<file path="src/rtl/cdec_ctrl_seq.sv">
// cdec_ctrl_seq: multi-cycle fetch/decode/execute sequencer for the CDEC CPU.
// Fetches opcode/operand bytes over a req/ready port and drives ALU controls.
// Ports: clk, reset_n (async, active low), run (start pulse in IDLE),
//   mem_req/mem_we/mem_ready/mem_rdata (memory handshake), addr_sel,
//   pc_inc/pc_load (PC strobes), ir/opnd (latched bytes), aluop/alu_bsel,
//   rega_we/regb_we/ld_sel (register writes), szcy_in/flags/cy_to_alu,
//   halted, step_mode/step (single-step; active only with CDEC_CTRL_STEP_EN).
// Optional macro: CDEC_CTRL_STEP_EN enables single-step gating of FETCH.
module cdec_ctrl_seq #(
  parameter bit AUTO_RUN = 1'b0
) (
  input  logic       clk,
  input  logic       reset_n,
  input  logic       run,
  input  logic [7:0] mem_rdata,
  input  logic       mem_ready,
  output logic       mem_req,
  output logic       mem_we,
  output logic       addr_sel,
  output logic       pc_inc,
  output logic       pc_load,
  output logic [7:0] ir,
  output logic [7:0] opnd,
  output logic [3:0] aluop,
  output logic       alu_bsel,
  output logic       rega_we,
  output logic       regb_we,
  output logic       ld_sel,
  input  logic [2:0] szcy_in,
  output logic [2:0] flags,
  output logic       cy_to_alu,
  output logic       halted,
  input  logic       step_mode,
  input  logic       step
);

  typedef enum logic [2:0] {
    S_IDLE,
    S_FETCH,
    S_FETCH_OP,
    S_EXEC,
    S_MEM,
    S_HALT
  } state_t;

  state_t     state_q;
  state_t     state_d;
  logic [7:0] ir_q;
  logic [7:0] opnd_q;
  logic [2:0] flags_q;
  logic [3:0] aluop_q;

  logic is_alu;
  logic is_imm;
  logic is_jmp;
  logic is_ld;
  logic is_st;
  logic jmp_ok;
  logic rd_two;
  logic rd_halt;
  logic fetch_go;
  logic fetch_done;
  logic op_done;

  // Decode of the latched instruction
  assign is_alu = ~ir_q[7];
  assign is_imm = is_alu & ir_q[1];
  assign is_jmp = (ir_q[7:4] == 4'b1000);
  assign is_ld  = (ir_q == 8'hC0);
  assign is_st  = (ir_q == 8'hD0);

  // Decode of the byte arriving in FETCH, to pick the next state
  assign rd_halt = (mem_rdata == 8'hFF);
  assign rd_two  = (~mem_rdata[7] & mem_rdata[1])
                 | (mem_rdata[7:4] == 4'b1000)
                 | (mem_rdata == 8'hC0)
                 | (mem_rdata == 8'hD0);

  // flags = {S, Z, Cy}
  always_comb begin
    jmp_ok = 1'b0;
    case (ir_q[3:0])
      4'h0:    jmp_ok = 1'b1;
      4'h1:    jmp_ok = flags_q[1];
      4'h2:    jmp_ok = ~flags_q[1];
      4'h3:    jmp_ok = flags_q[0];
      4'h4:    jmp_ok = ~flags_q[0];
      4'h5:    jmp_ok = flags_q[2];
      4'h6:    jmp_ok = ~flags_q[2];
      default: jmp_ok = 1'b0;
    endcase
  end

`ifdef CDEC_CTRL_STEP_EN
  // A step seen while waiting in FETCH arms exactly one opcode fetch;
  // steps during the rest of the instruction fall through unseen.
  logic step_ok_q;

  assign fetch_go = ~step_mode | step_ok_q | step;

  always_ff @(posedge clk or negedge reset_n) begin
    if (!reset_n) begin
      step_ok_q <= 1'b0;
    end else if (fetch_done) begin
      step_ok_q <= 1'b0;
    end else if (state_q == S_FETCH && step) begin
      step_ok_q <= 1'b1;
    end
  end
`else
  logic unused_step;

  assign unused_step = step_mode ^ step;
  assign fetch_go    = 1'b1;
`endif

  assign fetch_done = (state_q == S_FETCH) & fetch_go & mem_ready;
  assign op_done    = (state_q == S_FETCH_OP) & mem_ready;

  always_ff @(posedge clk or negedge reset_n) begin
    if (!reset_n) begin
      state_q <= S_IDLE;
    end else begin
      state_q <= state_d;
    end
  end

  always_comb begin
    state_d = state_q;
    case (state_q)
      S_IDLE: begin
        if (run || AUTO_RUN) state_d = S_FETCH;
      end
      S_FETCH: begin
        if (fetch_done) begin
          unique case (1'b1)
            rd_halt: state_d = S_HALT;
            rd_two:  state_d = S_FETCH_OP;
            default: state_d = S_EXEC;
          endcase
        end
      end
      S_FETCH_OP: begin
        if (mem_ready) state_d = S_EXEC;
      end
      S_EXEC: begin
        state_d = (is_ld | is_st) ? S_MEM : S_FETCH;
      end
      S_MEM: begin
        if (mem_ready) state_d = S_FETCH;
      end
      S_HALT: begin
        state_d = S_HALT;
      end
      default: begin
        state_d = S_IDLE;
      end
    endcase
  end

  always_comb begin
    mem_req  = 1'b0;
    mem_we   = 1'b0;
    addr_sel = 1'b0;
    pc_inc   = 1'b0;
    pc_load  = 1'b0;
    aluop    = aluop_q;
    alu_bsel = 1'b0;
    rega_we  = 1'b0;
    regb_we  = 1'b0;
    ld_sel   = 1'b0;
    halted   = 1'b0;
    case (state_q)
      S_FETCH: begin
        mem_req = fetch_go;
        pc_inc  = fetch_done;
      end
      S_FETCH_OP: begin
        mem_req = 1'b1;
        pc_inc  = mem_ready;
      end
      S_EXEC: begin
        if (is_alu) begin
          aluop    = ir_q[6:3];
          alu_bsel = is_imm;
          rega_we  = ~ir_q[2];
          regb_we  = ir_q[2];
        end
        pc_load = is_jmp & jmp_ok;
      end
      S_MEM: begin
        mem_req  = 1'b1;
        addr_sel = 1'b1;
        mem_we   = is_st;
        rega_we  = is_ld & mem_ready;
        ld_sel   = is_ld & mem_ready;
      end
      S_HALT: begin
        halted = 1'b1;
      end
      default: begin
        halted = 1'b0;
      end
    endcase
  end

  // aluop_q keeps the last issued opcode so aluop is stable between ops
  always_ff @(posedge clk or negedge reset_n) begin
    if (!reset_n) begin
      ir_q    <= '0;
      opnd_q  <= '0;
      flags_q <= '0;
      aluop_q <= '0;
    end else begin
      if (fetch_done) ir_q <= mem_rdata;
      if (op_done) opnd_q <= mem_rdata;
      if (state_q == S_EXEC && is_alu) begin
        flags_q <= szcy_in;
        aluop_q <= ir_q[6:3];
      end
    end
  end

  assign ir        = ir_q;
  assign opnd      = opnd_q;
  assign flags     = flags_q;
  assign cy_to_alu = flags_q[0];

endmodule

</file>
<file path="config.mk">
export PLATFORM = sky130hd
export DESIGN_NAME = cdec_ctrl_seq
export DESIGN_NICKNAME = d
export VERILOG_FILES = /design/src/rtl/cdec_ctrl_seq.sv
export SDC_FILE = /design/constraint.sdc
export NUM_CORES = 1
export LEC_CHECK = 0
export ABC_AREA = 1
export CORE_AREA = 10 10 51 93
export CTS_CLUSTER_SIZE = 20
export DETAILED_ROUTE_END_ITERATION = 10
export DIE_AREA = 0 0 61 103
export PLACE_DENSITY = 0.86
export SYNTH_ARGS = -nofsm -noshare
export SYNTH_HDL_FRONTEND = slang
export SYNTH_SLANG_ARGS = --single-unit
</file>
<file path="constraint.sdc">
create_clock -name clk -period 1.5 [get_ports clk]
set_clock_uncertainty 0.05 [all_clocks]
set_input_delay 0.15 -clock clk [delete_from_list [all_inputs] [get_ports clk]]
set_output_delay 0.15 -clock clk [all_outputs]
set_load 0.01 [all_outputs]
</file>
==> results.txt <==
* Crit path capture: pc_load
* Worst ir drop on vdd: 1.264 mV
- During synthesis, Yosys emitted a total of 0 warnings.
* Required time reported for the critical path endpoint: 1.30 ns
- Clock Root Buffer: sky130_fd_sc_hd__clkbuf_8
- Summed over all layers, the routed wires come to 6175 microns.
* Count of different cell masters after synthesis: 21
- Among all flip-flop cells after synthesis, the most frequent one is sky130_fd_sc_hd__dfrtp_1.
- Antenna Diode Count: 0
- Rows: 30
- Vias per cell: 5.445
* Final design utilization: 78.86%
* Synth async-reset ratio: 100.0%
- For this run, the detailed router's first-pass iteration total came to 5.
- Slew of the pin with the lowest slew margin: 0.4147 ns
- In this run, post-CTS hold repair placed 0 buffers.
* Fraction of layout instances using a drive strength above 1: 44.60%
- Post-Synthesis Cells: between 150 and 200
* Slack of the worst reg-to-reg path: -0.08 ns
* Total Die Area: 6283 sq um
- After layout, the worst path uses 122.4% of the clock period.
* Main combinational cell family by area after synthesis: simple AND/OR/NAND/NOR gates
* RSZ-0062 raised after global routing: yes
- The number of nets handed over by synthesis was 197.
* Path depth of the worst reg2reg path: 10
- The placed instances occupy a cell area of 2118 sq um.
* Register bit count reported by yosys: 26
- Cell class contributing the biggest share of worst-path delay: flip-flops
- Max Cap Violations: 0
- The first routing iteration left 87 violations.
- Chip Width: 61 microns
- After layout, the worst setup slack is -0.3365 ns.
* Count of final hold-check violations: 0
- In this run the critical register-to-register path is captured at state_q[1].
- The wire-length estimate of the detail-placed layout is 3621 microns.
- Clock-pin slew on the worst setup and hold paths: roughly 0.10 ns
- CTS built an H-tree with a depth of 1.
- Final setup fails: 21
* Global-route wire length before repair: ~8600 microns
* Antenna violations before repair: 0
* Start point of the critical path: state_q[2]
- Relative to the synthesized area, the layout overhead comes to 86.73%.
* Areal power density over the cells: between 2000 and 2500 nW/um^2
- The synthesized netlist devotes 0% of its cell area to adder and majority cells.
* Clock tree from TritonCTS: done
* Synth area leaders: sky130_fd_sc_hd__dfrtp_1 47%, sky130_fd_sc_hd__nand2_1 16%, sky130_fd_sc_hd__o21ai_0 7.2%, sky130_fd_sc_hd__inv_1 5.4%, sky130_fd_sc_hd__nand3_1 4.3%
- The initial utilization of the core area, before any placement, comes to a little over two fifths.
- After filler insertion, the fill cell instance count of the layout stands at 204.
- Crit path arrival time: 1.64 ns
- The congestion estimate from routability-driven global placement came to 0.8491.
* Top cells by instance count after synthesis: 58 x sky130_fd_sc_hd__nand2_1, 26 x sky130_fd_sc_hd__dfrtp_1, 20 x sky130_fd_sc_hd__inv_1, 20 x sky130_fd_sc_hd__o21ai_0, 15 x sky130_fd_sc_hd__nor2_1
- In this run the standard cell core region covers 3303 sq um.
- Failing checks: setup timing
- Yosys instantiated no cell more often than sky130_fd_sc_hd__nand2_1.
- In this run the mean area of a mapped cell was 7.750 sq um.
* Number of nets in the layout: 305
* Register area share after synthesis: 46.64%
* Clock latency of the later-clocked register in the worst-skew pair: 0.28 ns
* Synthesized-area fraction occupied by xor and xnor cells: 0%
* Clk buf depth: 2
- Finished Cell Area: 2605 sq um
* Maximum fanout along the worst path: 3
- Detailed routing inserted a total of between 1500 and 2000 vias.
- WP depth: 6
- Cell with the biggest individual delay on the critical path: sky130_fd_sc_hd__dfrtp_1
- sky130_fd_sc_hd__dfrtp_1 takes more of the synthesized area than any other cell.
* Total number of clock tree sinks: 26
* Via count of the first global-routing pass: 1811
- Port bufs: 48
- STA classifies the critical path startpoint as a register.
- Vertical die dimension: 103 microns
* Highest clock rate: 0.5445 GHz
- Antenna viol nets, final: 0
- Number of enable-type register cells in the synthesized netlist: 0
* Number of buffer and inverter instances along the worst setup path: 3
- The worst setup path is captured at a primary output.
- Final Max Slew Viols: 0
- For this run, the total global-route usage over all layers was measured as approximately 18%.
* Final Critical Period: 1.836 ns
* Leakage: 1.333 nW
- In this run, placement finished with an instance count of 289.
- Residual DRC count: 0
- Total clock buffers created by CTS: 3
- Class of the worst hold path: in2async
- Synthesized cell area: 1395 sq um
* RR Startpoint: state_q[1]
- Summing the areas of all compound-gate instances in the mapped netlist gives 13.36% of the synthesized area.
- Measured against the total synthesized area, the mux share comes to 0%.
* Share of Yosys cell area claimed by the top area cell type: 46.64%
* Average wire length per cell after detail routing: 19.36 microns
- Final Non-Filler Cells: 319
- The design draws 0.005423 W.
- IO Pins: 51
- Slowest Stage Delay on Critical Path: 0.42 ns
* Worst-path cell chain: nor3_4 -> buf_4 -> buf_6 -> nand2_2 -> a21oi_2 -> buf_2
* Critical Setup Path Class: reg2out
- After Yosys synthesis, and, or, nand and nor cells account for 30.31% of the synthesized area.
* Max-slew headroom at the worst pin: 72.27%
* Final global-route overflow total: 0
- Run status: finished, violations left
- Pin count of the biggest net entering global routing: 27
==> stage by stage <==
| step | setup WS, ns | setup TNS, ns | hold WS (ns) |
|---|---|---|---|
| finish | -0.3365 | -3.290 | 0.2023 |
| global route | -0.4106 | -4.808 | 0.2428 |
| CTS | -0.2559 | -2.299 | 0.2199 |
| detailed placement | -0.3639 | -3.326 | 0.4270 |
| global placement | -0.2446 | -2.631 | 0.4198 |
| floorplan | 0.09583 | 0 | -0.1956 |
==> final cells by class <==
cell class / count / area, sq um / area share, %
inverters: 22 / 87.58 / 3.362
repair buffers: 107 / 945.9 / 36.31
multi-input cells: 128 / 809.5 / 31.08
well taps: 32 / 40.04 / 1.537
clock buffers: 3 / 41.29 / 1.585
clock inverters: 1 / 30.03 / 1.153
flip-flops and latches: 26 / 650.6 / 24.98
==> state kept, by name, summed over array words and instances (netlist names) <==
name,count
state_q,3
flags,3
aluop_q,4
opnd,8
ir,8
==> metal layers <==
metal	GRT usage, %	vias up	share of wire (%)
li1	-	797	-
met1	16.86	822	36
met2	31.68	91	51
met3	5.425	27	7.5
met4	9.677	0	5.6
met5	0	-	0
==> repair_timing <==
action / in CTS / in global routing
resized for setup: 109 / 44
buffers inserted: 20 / 9
endpoints found under the setup margin: 24 / 32
cloned: 1 / 0
pin swaps: 9 / 20
==> worst min-delay path by stage <==
| stage | start | end | slack (ns) | cells after the start |
|---|---|---|---|---|
| after floorplan | reset_n | aluop_q[0] | -0.20 | 0 |
| after global placement | opnd[7] | opnd[7] | 0.42 | 2 |
| after detailed placement | opnd[2] | opnd[2] | 0.43 | 2 |
| after CTS | reset_n | aluop_q[2] | 0.22 | 2 |
| after global routing | reset_n | opnd[7] | 0.24 | 2 |
| final | reset_n | aluop_q[2] | 0.20 | 2 |
==> kinds of logic (layout without fill, tap and decap cells) <==
logic type      count (synthesis)  after routing
simple gates                   96             97
compound gates                 31             31
buf+inv                        27            133
flops                          26             26
==> power by group <==
part	total [W]	internal, W	switching (W)
registers	0.00126	0.00101	0.000246
logic	0.00357	0.00173	0.00183
clock network	0.000599	0.000358	0.000242
==> cell usage in the layout, fill, tap and decap left out, drive strengths merged <==
master / n
a21oi: 3
nand2: 61
dlymetal6s2s: 1
dfrtp: 26
nor2: 16
nand3b: 1
nand3: 13
nor4: 1
inv: 22
dlygate4sd2: 10
o21ai: 24
o22ai: 1
o211ai: 2
o2111ai: 1
clkbuf: 3
nor3: 5
bufinv: 1
buf: 73
clkdlybuf4s50: 23
Power figures use the tool's default switching activity.
